--- src/rtl/mem_port_arbiter.sv ---
// mem_port_arbiter
//   Shares one memory port between instruction fetch (IFU) and load/store
//   (MAU). The MAU has fixed priority. A starvation guard forces the IFU to
//   win once the MAU has been granted STARVE_LIMIT times in a row while the
//   IFU was waiting. Only one bus transaction is outstanding at a time.
//
// Parameters
//   ADDR_W, DATA_W        address / data width (byte enables are DATA_W/8)
//   STARVE_LIMIT          MAU grants against a waiting IFU before the IFU wins
//   TIMEOUT_CYCLES        BUSY cycles without ack before abort
//                         (only with MEM_TIMEOUT_EN)
//
// Ports
//   clk, reset            rising-edge clock, asynchronous active-low reset
//   ifu_req/ifu_addr      fetch request (level, held until ifu_done)
//   ifu_rdata/ifu_done    fetched word, one-cycle completion pulse
//   mau_req/we/be/addr/wdata  load/store request (level, held until mau_done)
//   mau_rdata/mau_done    load data, one-cycle completion pulse
//   mem_req/we/be/addr/wdata  registered bus command
//   mem_rdata/mem_ack     bus read data, one-cycle completion
//   mau_data_conflict     combinational: IFU is blocked by the MAU
//   mem_timeout           one-cycle abort pulse (only with MEM_TIMEOUT_EN)
//
// Build option
//   `define MEM_TIMEOUT_EN adds the BUSY watchdog and the mem_timeout port.
module mem_port_arbiter #(
  parameter int unsigned ADDR_W       = 32,
  parameter int unsigned DATA_W       = 32,
  parameter int unsigned STARVE_LIMIT = 4
`ifdef MEM_TIMEOUT_EN
  ,
  parameter int unsigned TIMEOUT_CYCLES = 16
`endif
) (
  input  logic                clk,
  input  logic                reset,
  input  logic                ifu_req,
  input  logic [ADDR_W-1:0]   ifu_addr,
  output logic [DATA_W-1:0]   ifu_rdata,
  output logic                ifu_done,
  input  logic                mau_req,
  input  logic                mau_we,
  input  logic [DATA_W/8-1:0] mau_be,
  input  logic [ADDR_W-1:0]   mau_addr,
  input  logic [DATA_W-1:0]   mau_wdata,
  output logic [DATA_W-1:0]   mau_rdata,
  output logic                mau_done,
  output logic                mem_req,
  output logic                mem_we,
  output logic [DATA_W/8-1:0] mem_be,
  output logic [ADDR_W-1:0]   mem_addr,
  output logic [DATA_W-1:0]   mem_wdata,
  input  logic [DATA_W-1:0]   mem_rdata,
  input  logic                mem_ack,
  output logic                mau_data_conflict
`ifdef MEM_TIMEOUT_EN
  ,
  output logic                mem_timeout
`endif
);

  localparam int unsigned BE_W = DATA_W / 8;
  localparam int unsigned SC_W = $clog2(STARVE_LIMIT + 1);
  localparam logic [SC_W-1:0] SC_MAX = SC_W'(STARVE_LIMIT);

  typedef enum logic [1:0] {IDLE, IFU_BUSY, MAU_BUSY} state_t;

  state_t            state, state_d;
  logic [SC_W-1:0]   starve_cnt, starve_d;

  logic              mem_req_d, mem_we_d;
  logic [BE_W-1:0]   mem_be_d;
  logic [ADDR_W-1:0] mem_addr_d;
  logic [DATA_W-1:0] mem_wdata_d;
  logic              ifu_done_d, mau_done_d;
  logic [DATA_W-1:0] ifu_rdata_d, mau_rdata_d;

  logic              ifu_elig, mau_elig, mau_wins, ifu_wins;

`ifdef MEM_TIMEOUT_EN
  localparam int unsigned TO_W = $clog2(TIMEOUT_CYCLES + 1);
  localparam logic [TO_W-1:0] TO_LAST = TO_W'(TIMEOUT_CYCLES - 1);
  logic [TO_W-1:0]   busy_cnt, busy_cnt_d;
  logic              mem_timeout_d;
`endif

  always_ff @(posedge clk or negedge reset) begin
    if (!reset) begin
      state      <= IDLE;
      starve_cnt <= '0;
      mem_req    <= 1'b0;
      mem_we     <= 1'b0;
      mem_be     <= '0;
      mem_addr   <= '0;
      mem_wdata  <= '0;
      ifu_done   <= 1'b0;
      mau_done   <= 1'b0;
      ifu_rdata  <= '0;
      mau_rdata  <= '0;
`ifdef MEM_TIMEOUT_EN
      busy_cnt    <= '0;
      mem_timeout <= 1'b0;
`endif
    end else begin
      state      <= state_d;
      starve_cnt <= starve_d;
      mem_req    <= mem_req_d;
      mem_we     <= mem_we_d;
      mem_be     <= mem_be_d;
      mem_addr   <= mem_addr_d;
      mem_wdata  <= mem_wdata_d;
      ifu_done   <= ifu_done_d;
      mau_done   <= mau_done_d;
      ifu_rdata  <= ifu_rdata_d;
      mau_rdata  <= mau_rdata_d;
`ifdef MEM_TIMEOUT_EN
      busy_cnt    <= busy_cnt_d;
      mem_timeout <= mem_timeout_d;
`endif
    end
  end

  always_comb begin
    // A requester in its done cycle is not eligible, so a held req is
    // never re-sampled as a second request in that cycle.
    ifu_elig = ifu_req & ~ifu_done;
    mau_elig = mau_req & ~mau_done;
    mau_wins = (state == IDLE) & mau_elig & ~(ifu_elig & (starve_cnt == SC_MAX));
    ifu_wins = (state == IDLE) & ifu_elig & ~mau_wins;

    mau_data_conflict = ifu_req & ~ifu_done & ((state == MAU_BUSY) | mau_wins);

    state_d     = state;
    starve_d    = starve_cnt;
    mem_req_d   = mem_req;
    mem_we_d    = mem_we;
    mem_be_d    = mem_be;
    mem_addr_d  = mem_addr;
    mem_wdata_d = mem_wdata;
    ifu_done_d  = 1'b0;
    mau_done_d  = 1'b0;
    ifu_rdata_d = ifu_rdata;
    mau_rdata_d = mau_rdata;
`ifdef MEM_TIMEOUT_EN
    busy_cnt_d    = busy_cnt;
    mem_timeout_d = 1'b0;
`endif

    unique case (state)
      IDLE: begin
        if (mau_wins) begin
          state_d     = MAU_BUSY;
          mem_req_d   = 1'b1;
          mem_we_d    = mau_we;
          mem_be_d    = mau_be;
          mem_addr_d  = mau_addr;
          mem_wdata_d = mau_wdata;
          if (ifu_elig && starve_cnt != SC_MAX) begin
            starve_d = starve_cnt + SC_W'(1);
          end
`ifdef MEM_TIMEOUT_EN
          busy_cnt_d = '0;
`endif
        end else if (ifu_wins) begin
          state_d     = IFU_BUSY;
          mem_req_d   = 1'b1;
          mem_we_d    = 1'b0;
          mem_be_d    = '1;
          mem_addr_d  = ifu_addr;
          mem_wdata_d = '0;
          starve_d    = '0;
`ifdef MEM_TIMEOUT_EN
          busy_cnt_d = '0;
`endif
        end
      end
      IFU_BUSY, MAU_BUSY: begin
        if (mem_ack) begin
          state_d   = IDLE;
          mem_req_d = 1'b0;
          if (state == IFU_BUSY) begin
            ifu_done_d  = 1'b1;
            ifu_rdata_d = mem_rdata;
          end else begin
            mau_done_d  = 1'b1;
            mau_rdata_d = mem_rdata;
          end
        end
`ifdef MEM_TIMEOUT_EN
        // An ack on the limit cycle wins (handled above); otherwise abort.
        else if (busy_cnt == TO_LAST) begin
          state_d       = IDLE;
          mem_req_d     = 1'b0;
          mem_timeout_d = 1'b1;
          if (state == IFU_BUSY) begin
            ifu_done_d  = 1'b1;
            ifu_rdata_d = '0;
          end else begin
            mau_done_d  = 1'b1;
            mau_rdata_d = '0;
          end
        end else begin
          busy_cnt_d = busy_cnt + TO_W'(1);
        end
`endif
      end
      default: begin
        state_d   = IDLE;
        mem_req_d = 1'b0;
      end
    endcase
  end

endmodule

--- config.mk ---
export PLATFORM = sky130hd
export DESIGN_NAME = mem_port_arbiter
export DESIGN_NICKNAME = d
export VERILOG_FILES = /design/src/rtl/mem_port_arbiter.sv
export SDC_FILE = /design/constraint.sdc
export NUM_CORES = 1
export LEC_CHECK = 0
export BUFFER_PORTS_ARGS = -buffer_cell sky130_fd_sc_hd__buf_2
export CAP_MARGIN = 0
export CORE_MARGIN = 5
export CORE_UTILIZATION = 46
export CTS_CLUSTER_DIAMETER = 60
export DETAILED_ROUTE_END_ITERATION = 10
export HOLD_SLACK_MARGIN = 0.1
export PLACE_DENSITY = 0.8
export SLEW_MARGIN = 25
export SYNTH_ARGS = -nofsm -noshare
export SYNTH_HDL_FRONTEND = slang
export SYNTH_SLANG_ARGS = --single-unit
--- constraint.sdc ---
create_clock -name clk -period 1.97 [get_ports clk]
set_input_delay 0.197 -clock clk [delete_from_list [all_inputs] [get_ports clk]]
set_output_delay 0.197 -clock clk [all_outputs]
set_load 0.1 [all_outputs]
; Yosys cells after proc, flatten, opt, wreduce, memory -nomap -nowiden
; Index checks and enable logic that the tools add are counted.
[totals]
regBits = 141
latchBits = 0
ram_bits = 0
mem_bits_ro = 0
in_bits = 138
out_inout_bits = 137
elab_cells = 67
n_memories = 0
[op_classes]
add_sub_neg = 1
mul = 0
n_div = 0
magnitude_cmp = 0
eq_ne = 7
shift = 0
muxes = 25
bitwise_logic = 14
n_reduce_logical = 9
[ops]
columns = op, n
row1 = 2-to-1 mux 32 bit, 4
row2 = 2-to-1 mux 1 bit, 11
row3 = 2-to-1 mux 3 bit, 3
row4 = AND reduction 3 bit, 3
row5 = AND 1 bit, 8
row6 = 2-to-1 mux 4 bit, 2
row7 = 2-to-1 mux 2 bit, 3
row8 = "inequality test 3 bit, second input constant", 2
row9 = inverter 1 bit, 5
row10 = one-hot mux 2 bit (2 select lines), 1
row11 = AND reduction 2 bit, 2
row12 = "adder 3 x 1 -> 3 bit, second input constant", 1
row13 = "equality test 3 bit, second input constant", 1
row14 = "equality test 2 x 1 -> 1 bit, second input constant", 1
row15 = "equality test 2 bit, second input constant", 1
row16 = logical NOT 2 bit, 1
row17 = "inequality test 2 x 1 -> 1 bit, second input constant", 1
row18 = "inequality test 2 bit, second input constant", 1
row19 = one-hot mux 1 bit (2 select lines), 1
row20 = nonzero test 2 bit, 1
row21 = OR reduction 2 bit, 1
row22 = logical AND 1 bit, 1
row23 = OR 1 bit, 1

; Longest topological paths before layout
; Gate-level depths: netlist (run 1).
[logic_depth]
ltp_word = 10
mapped_depth = 8
depth_no_buf = 6

; Worst setup path after synthesis (run 1)
; Ideal clock, no wire load.
[synth_timing]
path_type = register -> output
startpoint = register ifu_done
endpoint = output port mau_data_conflict
arrival_time_ps = 2504
t_required_ps = 1773
path_slack_ps = -731
path_stages_with_launch = 6
path_buffers = 2
cell_sequence = dfrtp_1 > and4b_1 > nor3_2 > buf_4 > buf_4 > o21a_1
[synth_via]
elab_chain_len = 7
[synth_lines]
columns = element, line
row1 = "start, declared", 40  ; output logic ifu_done,
row2 = "start signal, assigned", 112  ; ifu_done <= ifu_done_d;
row3 = inverter 1 bit (*), "126, 131"
row4 = AND 1 bit (*), "126, 131"
row5 = AND 1 bit, 128  ; mau_wins = (state == IDLE) & mau_elig & ~(ifu_elig & (starve_cnt == SC_MAX));
row6 = inverter 1 bit, 128
row7 = AND 1 bit, 128
row8 = OR 1 bit, 131  ; mau_data_conflict = ifu_req & ~ifu_done & ((state == MAU_BUSY) | mau_wins);
row9 = AND 1 bit (*), 131
row10 = "end, declared", 55  ; output logic mau_data_conflict
; Mark *: on every way between the ends. The rest lies on a longest branch, timed or not.

; Final worst setup path (run 1)
[layout_timing]
startpoint = register starve_cnt[1]
endpoint = output port mau_data_conflict
[layout_via]
elab_chain_len = 6
[layout_lines]
columns = element, line
row1 = "start, declared", 69  ; logic [SC_W-1:0] starve_cnt, starve_d;
row2 = "start signal, assigned", 106  ; starve_cnt <= starve_d;
row3 = equality test 3 bit, 128
row4 = AND 1 bit, 128
row5 = inverter 1 bit, 128
row6 = AND 1 bit, 128
row7 = OR 1 bit, 131
row8 = AND 1 bit, 131
; No other way between the ends.

==> reports/metrics.yaml, run 1 <==
timing:
  grt_setup_unrepaired: "yes"
  slew_headroom_pct: 63.3
  max_freq_mhz: 504
  hold_violations: 0
  final_max_slew_viol_count: 0
  timing.hold.ws_ns: 0.122
  period_needed_ns: 1.99
  finalSetupViolCount: 1
  period_share_pct: 101
  fin_worst_skew_ns: 0.00800
  worstMarginPinSlew_ns: 0.549
  tns_ns: -0.0154
  worst_slack_ns: -0.0154
yosys:
  synth_seq_cells: 141
  synth_mux_area_share_pct: 6.44
  synth-seq-area-share_pct: 63.1
  synth-compound-area-share_pct: 12.9
  synth_flop_cell: "dfrtp_1"
  synth_top_family_by_area: "compound AO/OA/AOI/OAI gates"
  synth_xor_area_share_pct: 0
  synthSimpleGateAreaFrac_pct: 12.8
  avgSynthCellArea_um2: 11.0
  yosysWarnings: 0
  synth-async-reset-ratio_pct: 100
  postSynthNetCount: 652
  yosysUniqueCellTypes: 28
  synthCells: 509
  synth-edff-count: 0
  synth_area_um2: 5590
  synthAdderAreaFrac_pct: 1.12
setup_path:
  critPathKind: "reg2out"
  cp-start-kind: "flop"
  path_max_fanout: 2
  critPathArrivalTime_ns: 1.79
  cp-end-kind: "output pin"
  crit_required_ns: 1.77
  reg2regPathDepth: 7
finish:
  final_common_cell: "buf_2"
  area_growth_pct: 62.6
  final_cell_mix: "buf_2 (272), dfrtp_1 (139), nand2_1 (133)"
  antenna_cells: 0
  fin_cells: 1072
  nets: 1055
  drive_gt1_share_pct: 39.7
status:
  violations: "setup timing"
  status: "finished, violations left"
clocking:
  htree_levels: 4
  clock-sinks: 141
  clockBufferDepth: 2
  cts.reportedPaths.clkPinSlew_ns: 0.06
  insertion_delay_ns: 0.41
  cts_root_buf: "clkbuf_16"
  cts_tree: "yes"
  cts_buffers: 17
die:
  die_h_um: 120
  dieArea_um2: 14500
  ios: 275
  dieWidth_um: 120
  row_count: 40
  coreArea_um2: 12000
  start_util_pct: 46.8
drt:
  routed_wl_um: 20700
  via_per_inst: 5.36
  drtIter0Drc: 536
  dr.pass1.iters: 5
  drc: 0
  dr_total_vias: 5747
  ant_nets: 0
  wl_per_cell_um: 19.3
global_routing:
  grt_max_degree: 85
  grt_antenna_before_repair: 1
  grt_overflow_total: 0
  grt_pass1_vias: 6141
  grt_usage_pct: 28.5
  grt_pass1_wl_um: 32100
min_path:
  hold_class: "in2reg"
  min_delay_path_depth: 3
placement:
  gp_congestion: 0.893
  dp.cells: 912
  port_buffers: 274
  dp_hpwl_um: 12000
run:
  cap_viol_max_count: 0
## timing repair
item                                   CTS  global route
setup endpoints to repair                5             9
endpoints found under the hold margin  274             0
pin swaps                                4             3
hold buffers                           122             0
resized for setup                        4             1
cloned                                   0             0
setup buffers                            5             1
## routing by layer
| metal | vias up | part of all wire, % | wire [um] | GRT usage (%) |
|---|---|---|---|---|
| li1 | 2522 | - | - | - |
| met3 | 74 | 10 | 2150 | 9.73 |
| met2 | 403 | 50 | 10300 | 49.0 |
| met5 | - | 0.096 | 20 | 0 |
| met4 | 2 | 4.1 | 848 | 13.6 |
| met1 | 2746 | 36 | 7400 | 31.9 |
## final timing paths
| check | start | end | slack [ns] |
|---|---|---|---|
| min in group asynchronous | reset | ifu_rdata[2]$_DFFE_PN0P_ | 0.35 |
| max in group asynchronous | reset | mem_addr[12]$_DFFE_PN0P_ | 1.21 |
| worst min-delay path | mau_addr[19] | mem_addr[19]$_DFFE_PN0P_ | 0.12 |
| worst max register to register | starve_cnt[1]$_DFFE_PN0P_ | mem_be[0]$_DFFE_PN0P_ | 0.01 |
| worst min register to register | mau_rdata[1]$_DFFE_PN0P_ | mau_rdata[1]$_DFFE_PN0P_ | 0.48 |
| worst max-delay path | starve_cnt[1]$_DFFE_PN0P_ | mau_data_conflict | -0.02 |
## critical path, cell delays in order, from the launching register on
cell and delay [ns]:
dfrtp_1 0.39, inv_2 0.06, ha_4 0.15, and4b_2 0.23
nor3_4 0.20, o21a_4 0.16, buf_12 0.17
## metrics by stage
| stage | instance area, um^2 | utilization [%] | setup WS [ns] |
|---|---|---|---|
| floorplan | 5610 | - | 0.0392 |
| global placement | 7200 | 60.2 | 0.119 |
| detailed placement | 7200 | 60.2 | 0.0597 |
| CTS | 9090 | 76.0 | -0.0231 |
| global route | 9100 | 76.0 | -0.0726 |
| finish | 9100 | 76.0 | -0.0154 |
## state kept, by name, summed over array words and instances (netlist names)
register / flops
ifu_rdata: 32
mem_addr: 32
ifu_done: 1
mem_wdata: 32
mem_we: 1
mem_be: 4
starve_cnt: 3
mau_rdata: 32
mem_req: 1
mau_done: 1
state: 2
## cell families (layout without fill, tap and decap cells)
logic type                 Yosys count  after routing
and+or+nand+nor                    180            180
DFF                                141            141
AOI/OAI and AO/OA                  113            113
buffers and inverters               38            454
muxes                               32             32
adders and majority gates            5              5
## layout make-up
cell class,instances,area (um^2)
clock inverters,11,139
inverters,7,26.3
clock buffers,21,470
fillers,699,2870
multi-input cells,330,1900
well taps,147,184
flip-flops and latches,141,3530
repair buffers,415,2840
## Yosys cell counts, types with 3 or more instances
library cell | number | area share [%]
buf_6 | 3 | 0.60
buf_4 | 6 | 0.81
clkbuf_1 | 6 | 0.40
a21oi_1 | 66 | 5.9
inv_1 | 6 | 0.40
dfrtp_1 | 141 | 63
buf_2 | 15 | 1.3
a22o_1 | 33 | 5.2
nor2b_1 | 3 | 0.34
mux2_2 | 32 | 6.4
nor2_1 | 35 | 2.3
ha_1 | 5 | 1.1
o22a_1 | 5 | 0.78
o21ai_0 | 3 | 0.27
nand2_1 | 133 | 8.9
Power of run 1 is left out: the tool's default activity adds up to more than one toggle a clock period on the data nets, which glitch-free logic cannot reach.
==> run 2, diff against run 1 <==
--- a/config.mk
+++ b/config.mk
@@ -13,6 +13,7 @@
 export DETAILED_ROUTE_END_ITERATION = 10
 export HOLD_SLACK_MARGIN = 0.1
 export PLACE_DENSITY = 0.8
+export RECOVER_POWER = 100
 export SLEW_MARGIN = 25
 export SYNTH_ARGS = -nofsm -noshare
 export SYNTH_HDL_FRONTEND = slang
==> run 2 against run 1 <==
The flow still finishes with violations (setup timing). Critical path depth unchanged. Design area is 0.30% lower. Die area unchanged. Hold slack worse by 0.0029 ns. First-iteration DRC count rose by 20%. Via count is 0.64% higher. Sequential share of layout area up 0.12 points. Largest cell class unchanged.
==> reports/metrics.yaml, run 2 (synthesis gave the netlist of run 1 again) <==
setup_path:
  path_max_fanout: 2  # unchanged
  max_stage_delay_ns: 0.39  # about the same
  critical_path.top_delay_family: "simple AND/OR/NAND/NOR gates"
  critPathArrivalTime_ns: 1.78  # about the same
  cp-end-kind: "output pin"
  cp_cell_sequence: "inv_2 > ha_4 > and4b_2 > nor3_4 > o21a_4 > buf_12"
  critPathSlowestCell: "dfrtp_1"
  crit_required_ns: 1.77  # about the same
  cp-start-kind: "flop"
  critPathKind: "reg2out"
  cp.buffers_inverters: 2  # unchanged
finish:
  drive_gt1_share_pct: 39.4  # -0.32 points
  nets: 1055  # unchanged
  area_growth_pct: 62.1
  final_common_cell: "dfrtp_1"
  regArea_um2: 3530  # unchanged
  multiInputGateArea_um2: 1900  # unchanged
  final_cell_mix: "dfrtp_1 (139), clkbuf_2 (137), buf_2 (136)"
  antenna_cells: 0  # unchanged
  fin_area_um2: 9070  # -0.30%
  n_fill_cell: 703  # +0.57%
  fin_cells: 1072  # unchanged
drt:
  drtIter0Drc: 644  # +20%
  routed_wl_um: 20600  # -0.66%
  ant_nets: 0  # unchanged
  dr_total_vias: 5784  # +0.64%
  wl_per_cell_um: 19.2  # -0.66%
  drc: 0  # unchanged
  dr.pass1.iters: 5  # unchanged
  via_per_inst: 5.40  # +0.64%
clocking:
  insertion_delay_ns: 0.41  # about the same
  cts.reportedPaths.clkPinSlew_ns: 0.06  # about the same
  cts_tree: "yes"
  clockBufferDepth: 2  # unchanged
  clock-sinks: 141  # unchanged
  cts_buffers: 17  # unchanged
  htree_levels: 4  # unchanged
  cts_root_buf: "clkbuf_16"
placement:
  place_area_um2: 7200  # unchanged
  dp_hpwl_um: 12000  # unchanged
  port_buffers: 274  # unchanged
  dp.cells: 912  # unchanged
  place_ws_ns: 0.0597  # unchanged
  gp_congestion: 0.893  # unchanged
timing:
  final_max_slew_viol_count: 0  # unchanged
  worstMarginPinSlew_ns: 1.36  # +0.811 ns
  timing.hold.ws_ns: 0.119  # -0.00290 ns
  finalSetupViolCount: 1  # unchanged
  max_freq_mhz: 505  # +0.26%
  grt_setup_unrepaired: "yes"
  fin_worst_skew_ns: 0.00746  # -0.000542 ns
  hold_violations: 0  # unchanged
  slew_headroom_pct: 9.36  # -54 points
  period_needed_ns: 1.98  # -0.00505 ns
  period_share_pct: 101  # -0.26 points
  worst_slack_ns: -0.0104  # +0.00505 ns
die:
  die_h_um: 120  # unchanged
  coreArea_um2: 12000  # unchanged
  ios: 275  # unchanged
  dieWidth_um: 120  # unchanged
  row_count: 40  # unchanged
  start_util_pct: 46.8  # unchanged
  dieArea_um2: 14500  # unchanged
run:
  cap_viol_max_count: 0  # unchanged
global_routing:
  grt_antenna_before_repair: 1  # unchanged
  grt_overflow_total: 0  # unchanged
  grt_pass1_wl_um: 32100  # unchanged
  grt_usage_pct: 28.5  # unchanged
  grt_max_degree: 85  # unchanged
  grt_pass1_vias: 6141  # unchanged
status:
  violations: "setup timing"
  status: "finished, violations left"
min_path:
  hold_class: "in2reg"
==> run 2: routing by layer <==
layer / global-route usage (%) / up-vias / part of all wire (%)
li1: - / 2529 / -
met1: 31.9 / 2766 / 35
met2: 49.0 / 401 / 49
met3: 9.73 / 86 / 10
met4: 13.6 / 2 / 4.6
met5: 0 / - / 0.097
==> run 2: through the flow <==
stage               TNS (ns)  util (%)
finish               -0.0104      75.8
global route          -0.197      75.8
CTS                  -0.0231      76.0
detailed placement         0      60.2
global placement           0      60.2
floorplan                  0         -
==> run 2: layout make-up <==
| cell class | instances | share of cell area (%) |
|---|---|---|
| clock inverters | 11 | 1.53 |
| flip-flops and latches | 141 | 39.0 |
| clock buffers | 21 | 5.19 |
| repair buffers | 415 | 31.1 |
| well taps | 147 | 2.03 |
| multi-input cells | 330 | 20.9 |
| inverters | 7 | 0.290 |
==> run 2: worst paths after layout <==
kind / startpoint / to / slack [ns] / cells after the start
setup / recovery: starve_cnt[1]$_DFFE_PN0P_ / mau_data_conflict / -0.01 / 6
hold / removal: mau_addr[19] / mem_addr[19]$_DFFE_PN0P_ / 0.12 / 3
setup reg to reg: starve_cnt[1]$_DFFE_PN0P_ / mem_be[0]$_DFFE_PN0P_ / 0.02 / 7
hold reg to reg: mau_rdata[20]$_DFFE_PN0P_ / mau_rdata[20]$_DFFE_PN0P_ / 0.48 / 2
max in group asynchronous: reset / mem_we$_DFFE_PN0P_ / 0.38 / 3
min in group asynchronous: reset / ifu_done$_DFF_PN0_ / 0.69 / 3
==> run 2: what timing repair did <==
action                                  CTS  global route
hold buffers                            122             0
endpoints found under the hold margin   274             0
buffers inserted                          5             1
gates resized for setup                   4             1
pin swaps                                 4             3
endpoints found under the setup margin    5             9
==> run 2: tightest hold or removal path: stages <==
cell and delay, ns:
buf_2 0.08, a21oi_1 0.05, a21oi_1 0.15
Power of run 2 is left out for the same reason.
